`config.mk`:
```
export PLATFORM = sky130hd
export DESIGN_NAME = if_fetch_unit
export DESIGN_NICKNAME = d
export VERILOG_FILES = /design/src/rtl/if_fetch_unit.sv
export SDC_FILE = /design/constraint.sdc
export NUM_CORES = 1
export LEC_CHECK = 0
export CORE_MARGIN = 4
export CORE_UTILIZATION = 55
export CTS_CLUSTER_SIZE = 30
export DETAILED_ROUTE_END_ITERATION = 10
export PLACE_DENSITY_LB_ADDON = 0.2
export SLEW_MARGIN = 20
export SYNTH_ARGS = -nofsm -noshare
export SYNTH_HDL_FRONTEND = slang
export SYNTH_SLANG_ARGS = --single-unit
```
`constraint.sdc`:
```
create_clock -name clk -period 18.35 [get_ports clk]
set_clock_uncertainty 0.15 [all_clocks]
set_input_delay 3.67 -clock clk [delete_from_list [all_inputs] [get_ports clk]]
set_output_delay 3.67 -clock clk [all_outputs]
set_load 0.1 [all_outputs]
```
`src/rtl/if_fetch_unit.sv`:
```
// ---------------------------------------------------------------------------
// if_fetch_unit
//   Instruction-fetch front end. Drives the read port of a combinational
//   instruction memory, keeps the fetch PC, and buffers each fetched word
//   together with its PC in a small FIFO. The FIFO head goes to the decode
//   stage through a valid/ready handshake. A redirect from execute flushes the
//   buffer and restarts fetch at the new target.
//
// Parameters
//   PC_W        program counter width (byte address)
//   IM_AW       instruction memory word-address width, IM_addr = pc[IM_AW+1:2]
//   RESET_PC    PC loaded on reset (bits [1:0] must be 0)
//   FIFO_DEPTH  instruction buffer entries (power of 2, >= 2)
//
// Ports
//   clk             in   clock, all state on the rising edge
//   rst             in   asynchronous reset, active-low
//   IM_read         out  read strobe to instruction memory
//   IM_addr         out  word address to instruction memory
//   IM_out          in   read data, valid in the same cycle as IM_read
//   if_valid        out  head instruction valid to decode
//   if_ready        in   decode accepts the head this cycle
//   if_inst         out  head instruction word (0 when buffer empty)
//   if_pc           out  PC of head instruction (0 when buffer empty)
//   redirect_valid  in   flush and redirect fetch
//   redirect_pc     in   redirect target, bits [1:0] ignored
//
// Optional build macro
//   IF_PERF_EN  adds perf_fetch_cnt[31:0] (cycles with IM_read=1) and
//               perf_flush_cnt[15:0] (redirect cycles); both wrap, reset to 0.
// ---------------------------------------------------------------------------
module if_fetch_unit #(
  parameter int unsigned     PC_W       = 32,
  parameter int unsigned     IM_AW      = 14,
  parameter logic [PC_W-1:0] RESET_PC   = '0,
  parameter int unsigned     FIFO_DEPTH = 2
) (
  input  logic              clk,
  input  logic              rst,
  output logic              IM_read,
  output logic [IM_AW-1:0]  IM_addr,
  input  logic [31:0]       IM_out,
  output logic              if_valid,
  input  logic              if_ready,
  output logic [31:0]       if_inst,
  output logic [PC_W-1:0]   if_pc,
  input  logic              redirect_valid,
  input  logic [PC_W-1:0]   redirect_pc
`ifdef IF_PERF_EN
  ,
  output logic [31:0]       perf_fetch_cnt,
  output logic [15:0]       perf_flush_cnt
`endif
);

  localparam int unsigned   PTR_W   = (FIFO_DEPTH > 1) ? $clog2(FIFO_DEPTH) : 1;
  localparam int unsigned   CNT_W   = PTR_W + 1;
  localparam logic [CNT_W-1:0] DEPTH_C = CNT_W'(FIFO_DEPTH);

  typedef enum logic [1:0] {
    S_IDLE  = 2'd0,
    S_FETCH = 2'd1,
    S_HOLD  = 2'd2
  } state_e;

  state_e            state_q, state_d;
  logic [PC_W-1:0]   pc_q, pc_d;
  logic [PTR_W-1:0]  rd_ptr_q, rd_ptr_d;
  logic [PTR_W-1:0]  wr_ptr_q, wr_ptr_d;
  logic [CNT_W-1:0]  cnt_q, cnt_d;

  // Buffer storage: data only, never reset; occupancy is tracked by cnt_q.
  logic [31:0]       inst_mem_q [FIFO_DEPTH];
  logic [PC_W-1:0]   pc_mem_q   [FIFO_DEPTH];

  logic              fifo_empty;
  logic              fifo_full;
  logic              pop;
  logic              fetch;
  logic [PC_W-1:0]   redir_target;

  // Low two bits of the target are forced to zero (word-aligned fetch).
  assign redir_target = redirect_pc & ~PC_W'(3);

  assign fifo_empty = (cnt_q == '0);
  assign fifo_full  = (cnt_q == DEPTH_C);

  // A redirect cycle hides the head so decode never consumes a wrong-path word.
  assign if_valid = !fifo_empty && !redirect_valid;
  assign pop      = if_valid && if_ready;

  assign if_inst  = fifo_empty ? '0 : inst_mem_q[rd_ptr_q];
  assign if_pc    = fifo_empty ? '0 : pc_mem_q[rd_ptr_q];

  // ---- fetch control FSM -------------------------------------------------
  always_comb begin
    state_d = state_q;
    fetch   = 1'b0;
    unique case (state_q)
      S_IDLE: begin
        state_d = S_FETCH;
      end
      S_FETCH: begin
        // A full buffer can still accept a word if the head leaves this cycle.
        if (!fifo_full || pop) begin
          fetch = 1'b1;
        end else begin
          state_d = S_HOLD;
        end
      end
      S_HOLD: begin
        if (pop) begin
          fetch   = 1'b1;
          state_d = S_FETCH;
        end
      end
      default: begin
        state_d = S_IDLE;
      end
    endcase
    if (redirect_valid) begin
      fetch   = 1'b0;
      state_d = S_FETCH;
    end
  end

  assign IM_read = fetch;
  assign IM_addr = fetch ? pc_q[IM_AW+1:2] : '0;

  // ---- next-state for PC and buffer pointers -----------------------------
  always_comb begin
    pc_d     = pc_q;
    rd_ptr_d = rd_ptr_q;
    wr_ptr_d = wr_ptr_q;
    cnt_d    = cnt_q;
    if (redirect_valid) begin
      pc_d     = redir_target;
      rd_ptr_d = '0;
      wr_ptr_d = '0;
      cnt_d    = '0;
    end else begin
      if (fetch) begin
        pc_d     = pc_q + PC_W'(4);
        wr_ptr_d = wr_ptr_q + PTR_W'(1);
      end
      if (pop) begin
        rd_ptr_d = rd_ptr_q + PTR_W'(1);
      end
      cnt_d = cnt_q + CNT_W'(fetch) - CNT_W'(pop);
    end
  end

  // ---- state registers ---------------------------------------------------
  always_ff @(posedge clk or negedge rst) begin
    if (!rst) begin
      state_q  <= S_IDLE;
      pc_q     <= RESET_PC;
      rd_ptr_q <= '0;
      wr_ptr_q <= '0;
      cnt_q    <= '0;
    end else begin
      state_q  <= state_d;
      pc_q     <= pc_d;
      rd_ptr_q <= rd_ptr_d;
      wr_ptr_q <= wr_ptr_d;
      cnt_q    <= cnt_d;
    end
  end

  // ---- buffer write ------------------------------------------------------
  always_ff @(posedge clk) begin
    if (fetch) begin
      inst_mem_q[wr_ptr_q] <= IM_out;
      pc_mem_q[wr_ptr_q]   <= pc_q;
    end
  end

`ifdef IF_PERF_EN
  logic [31:0] perf_fetch_q;
  logic [15:0] perf_flush_q;

  always_ff @(posedge clk or negedge rst) begin
    if (!rst) begin
      perf_fetch_q <= '0;
      perf_flush_q <= '0;
    end else begin
      if (fetch) begin
        perf_fetch_q <= perf_fetch_q + 32'd1;
      end
      if (redirect_valid) begin
        perf_flush_q <= perf_flush_q + 16'd1;
      end
    end
  end

  assign perf_fetch_cnt = perf_fetch_q;
  assign perf_flush_cnt = perf_flush_q;
`endif

endmodule

```
==> metrics.csv <==
metric,value,unit
buffer levels on the longest clock path,2,
footprint of the multi-input gates,0.00219,mm2
layout-stage area growth over the synthesis result,29.4,%
post-cts hold buffer count,0,
maximum number of pins on one net before global-route repair,64,
wire length of the first global-routing pass,24100,um
Post-Synth Adder-Cell Area,1.25,%
sequence of cells on the critical path,clkdlybuf4s50_1 > buf_4 > inv_1 > a22oi_1 > buf_4 > nor2_2 > and3_2 > clkdlybuf4s50_1,
Detailed Route Iter0 Violations,350,
maximum level of the CTS H-tree,4,
path type of the worst setup path,input pin to output pin,
width of the chip,121,um
xor/xnor cell area share of the yosys netlist,2.76,%
placer congestion estimate,0.833,
multiplexer share of the synthesized area,9.35,%
cell depth of the worst flop-to-flop path,8,
power density over the cells,182,mW/mm2
share of the synthesized area in compound gates (AO/OA/AOI/OAI),4.16,%
fin crit period,10580,ps
Post-synth ARST share,22.5,%
wire length per cell,17.7,um
"post-synthesis share of cell area spent on and, or, nand and nor gates",13.5,%
reg-to-reg startpoint,state_q[0],
endpoint class of the critical path,output pin,
Post-Syn Area,0.00698,mm2
total global routing overflow,0,
ratio of cells with drive above 1 in the final layout,7.33,%
"Buf+Inv Stages, Crit Path",5,
"Clk Latency, worst-skew pair",420,ps
leading register cell type out of synthesis,sky130_fd_sc_hd__edfxtp_1,
highest routing layer actually used,met4,
TritonCTS clock tree,built,
number of post-CTS setup repair buffers,0,
count of buffers from port buffering,143,
CP max FO,47,
number of antenna-violating nets in the routed design,0,
largest delay contributor family on the critical path,buffers and inverters,
Rel. slew slack,24.4,%
met3 routed WL,954,um
"slowest stage cell, crit path",sky130_fd_sc_hd__clkdlybuf4s50_1,
transition time at the pin with the least slew margin,1130,ps
standard-cell rows,40,
GRT Overall Usage,21.6,%
total routed wirelength,15000,um
critical path capture point,IM_addr[10],
vias,4669,
required time reported for the critical path endpoint,14530,ps
startpoint of the worst setup timing path,redirect_valid,
FILL cells,850,
Register-to-Register Setup Slack,15110,ps
via count of the first global-routing pass,4678,
instance count of the mapped netlist,531,
Met1 Routed Length,6360,um
height of the die,121,um
data arrival at the endpoint of the critical path,6760,ps
highest clock frequency the design can meet,94.5,MHz
DRC violation count after routing,0,
number of failing setup endpoints in the final timing report,0,
dominant combinational cell family by area after synthesis,simple AND/OR/NAND/NOR gates,
Final Slew Violations,0,
Worst Hold Class,flop to flop,
Hold Fails Final Rpt,0,
Critical Path Stages,8,
number of inserted diodes,0,
mean post-synth cell area,13.1,um2
"EDFF count, synth",124,
setup repair after global routing missed its margin,no,
starting utilization of the core area,57.2,%
total negative slack for setup checks,0,ps
number of iterations in the first detailed-routing pass,4,
share of synthesized area occupied by flip-flops and latches,66.2,%
met2 wire length,7470,um
number of antenna violations at the first check in global routing,0,
ports placed on the boundary,148,
launching element type of the critical path,input pin,
leakage power summed over all cells,0.00308,uW
Resize count post-CTS,0,
Reg area,0.00463,mm2
crit-path max cell delay,1130,ps
Clock transition at path regs,60,ps
hpwl dp,9700,um
crit share post-route,57.6,%
clock buffers created by TritonCTS,17,
count of maximum capacitance violations,0,
floorplan die area,0.0146,mm2
peak ir drop on the vdd network,0.000161,V
total number of yosys warnings,0,
library cells used by synthesis,50,
Layout Nets,744,
worst hold path stage count,0,
end of the worst register-to-register path,inst_mem_q[1][22],
Clock Root Buffer,sky130_fd_sc_hd__clkbuf_16,
run status,completed,
Via density,5.49,
final hold slack,367,ps
number of flip-flops and latches in the synthesized netlist,160,
number of sinks on the clock net,160,
post-layout total power,1640,uW
area inside the core boundary,0.0122,mm2
==> routing by layer <==
metal / GRT usage (%) / vias up
met5: 0 / -
met4: 9.35 / 0
met3: 5.29 / 23
met2: 35.2 / 165
met1: 27.6 / 2256
li1: - / 2225
==> cells in the mapped netlist (all sizes together) (2+ instances only) <==
cell,count,area [um2]
dlygate4sd1,2,17.5
dfrtp,36,901
a31oi,9,56.3
nor4b,2,17.5
o31a,3,26.3
nand2,29,116
nand3,9,45.0
nor2b,2,12.5
or4,5,37.5
xor2,6,52.6
nand4,7,50.1
o21ai,27,135
clkbuf,24,93.8
o31ai,4,30.0
or3,7,43.8
mux2,2,22.5
buf,7,60.1
and3,17,108
ha,7,87.6
and2,2,13.8
mux2i,63,631
xnor2,16,140
inv,5,18.8
nand2b,3,18.8
edfxtp,124,3720
o21a,2,15.0
nor2,80,300
nor3,7,35.0
nor4,10,62.6
and4,5,46.3
==> sequential cells by signal (all words and copies together) (netlist names) <==
signal      flops
cnt_q           2
inst_mem_q     64
pc_mem_q       60
pc_q           30
rd_ptr_q        1
state_q         2
wr_ptr_q        1
==> through the flow <==
stage / util (%) / cells / setup slack (ps) / instance area [um2]
after floorplan: - / 532 / 8930 / 6990
after global placement: 69.8 / 818 / 7580 / 8530
after detailed placement: 69.8 / 818 / 7460 / 8530
after CTS: 74.0 / 850 / 7450 / 9030
after global routing: 74.0 / 850 / 7660 / 9040
final: 74.0 / 850 / 7770 / 9040
==> worst min path at each step <==
| stage | slack, ps | to | start |
|---|---|---|---|
| 6_report | 370 | pc_mem_q[0][22] | pc_q[22] |
| 5_1_grt | 400 | pc_mem_q[0][22] | pc_q[22] |
| 4_1_cts | 370 | pc_mem_q[0][22] | pc_q[22] |
| 3_5_place_dp | 360 | pc_mem_q[1][22] | pc_q[22] |
| 3_3_place_gp | 340 | pc_mem_q[1][22] | pc_q[22] |
| 2_1_floorplan | 300 | pc_mem_q[0][31] | pc_q[31] |
==> cell families (layout without fill, tap and decap cells) <==
group,Yosys count,count (layout)
simple gates,189,189
mux,65,65
flops,160,160
compound gates,49,49
xor+xnor,22,22
other cells,1,2
buf+inv,38,188
fa+ha+maj,7,7
==> final cells by class <==
| class | instances | area share [%] |
|---|---|---|
| clock inverter | 14 | 0.845 |
| multi-input combinational | 334 | 24.2 |
| tap | 168 | 2.33 |
| clock buffer | 18 | 4.75 |
| inverter | 5 | 0.208 |
| timing repair buffer | 151 | 16.4 |
| sequential | 160 | 51.2 |
==> report_power, final <==
group	total, uW	internal (uW)	switching (uW)
Combinational	838	202	636
Sequential	501	446	55.3
Clock	301	169	132
==> cell usage in the layout (no fill, tap or decap), drive strengths merged, types with 3 or more instances in the layout <==
master,count
clkdlybuf4s50,142
edfxtp,124
nor2,80
mux2i,63
dfrtp,36
nand2,29
o21ai,27
clkbuf,18
and3,17
xnor2,16
clkinv,11
nor4,10
nand3,9
a31oi,9
buf,9
or3,7
ha,7
nor3,7
nand4,7
xor2,6
inv,5
or4,5
and4,5
o31ai,4
nand2b,3
o31a,3
clkinvlp,3
No activity file was read; power rests on OpenSTA's default activity.
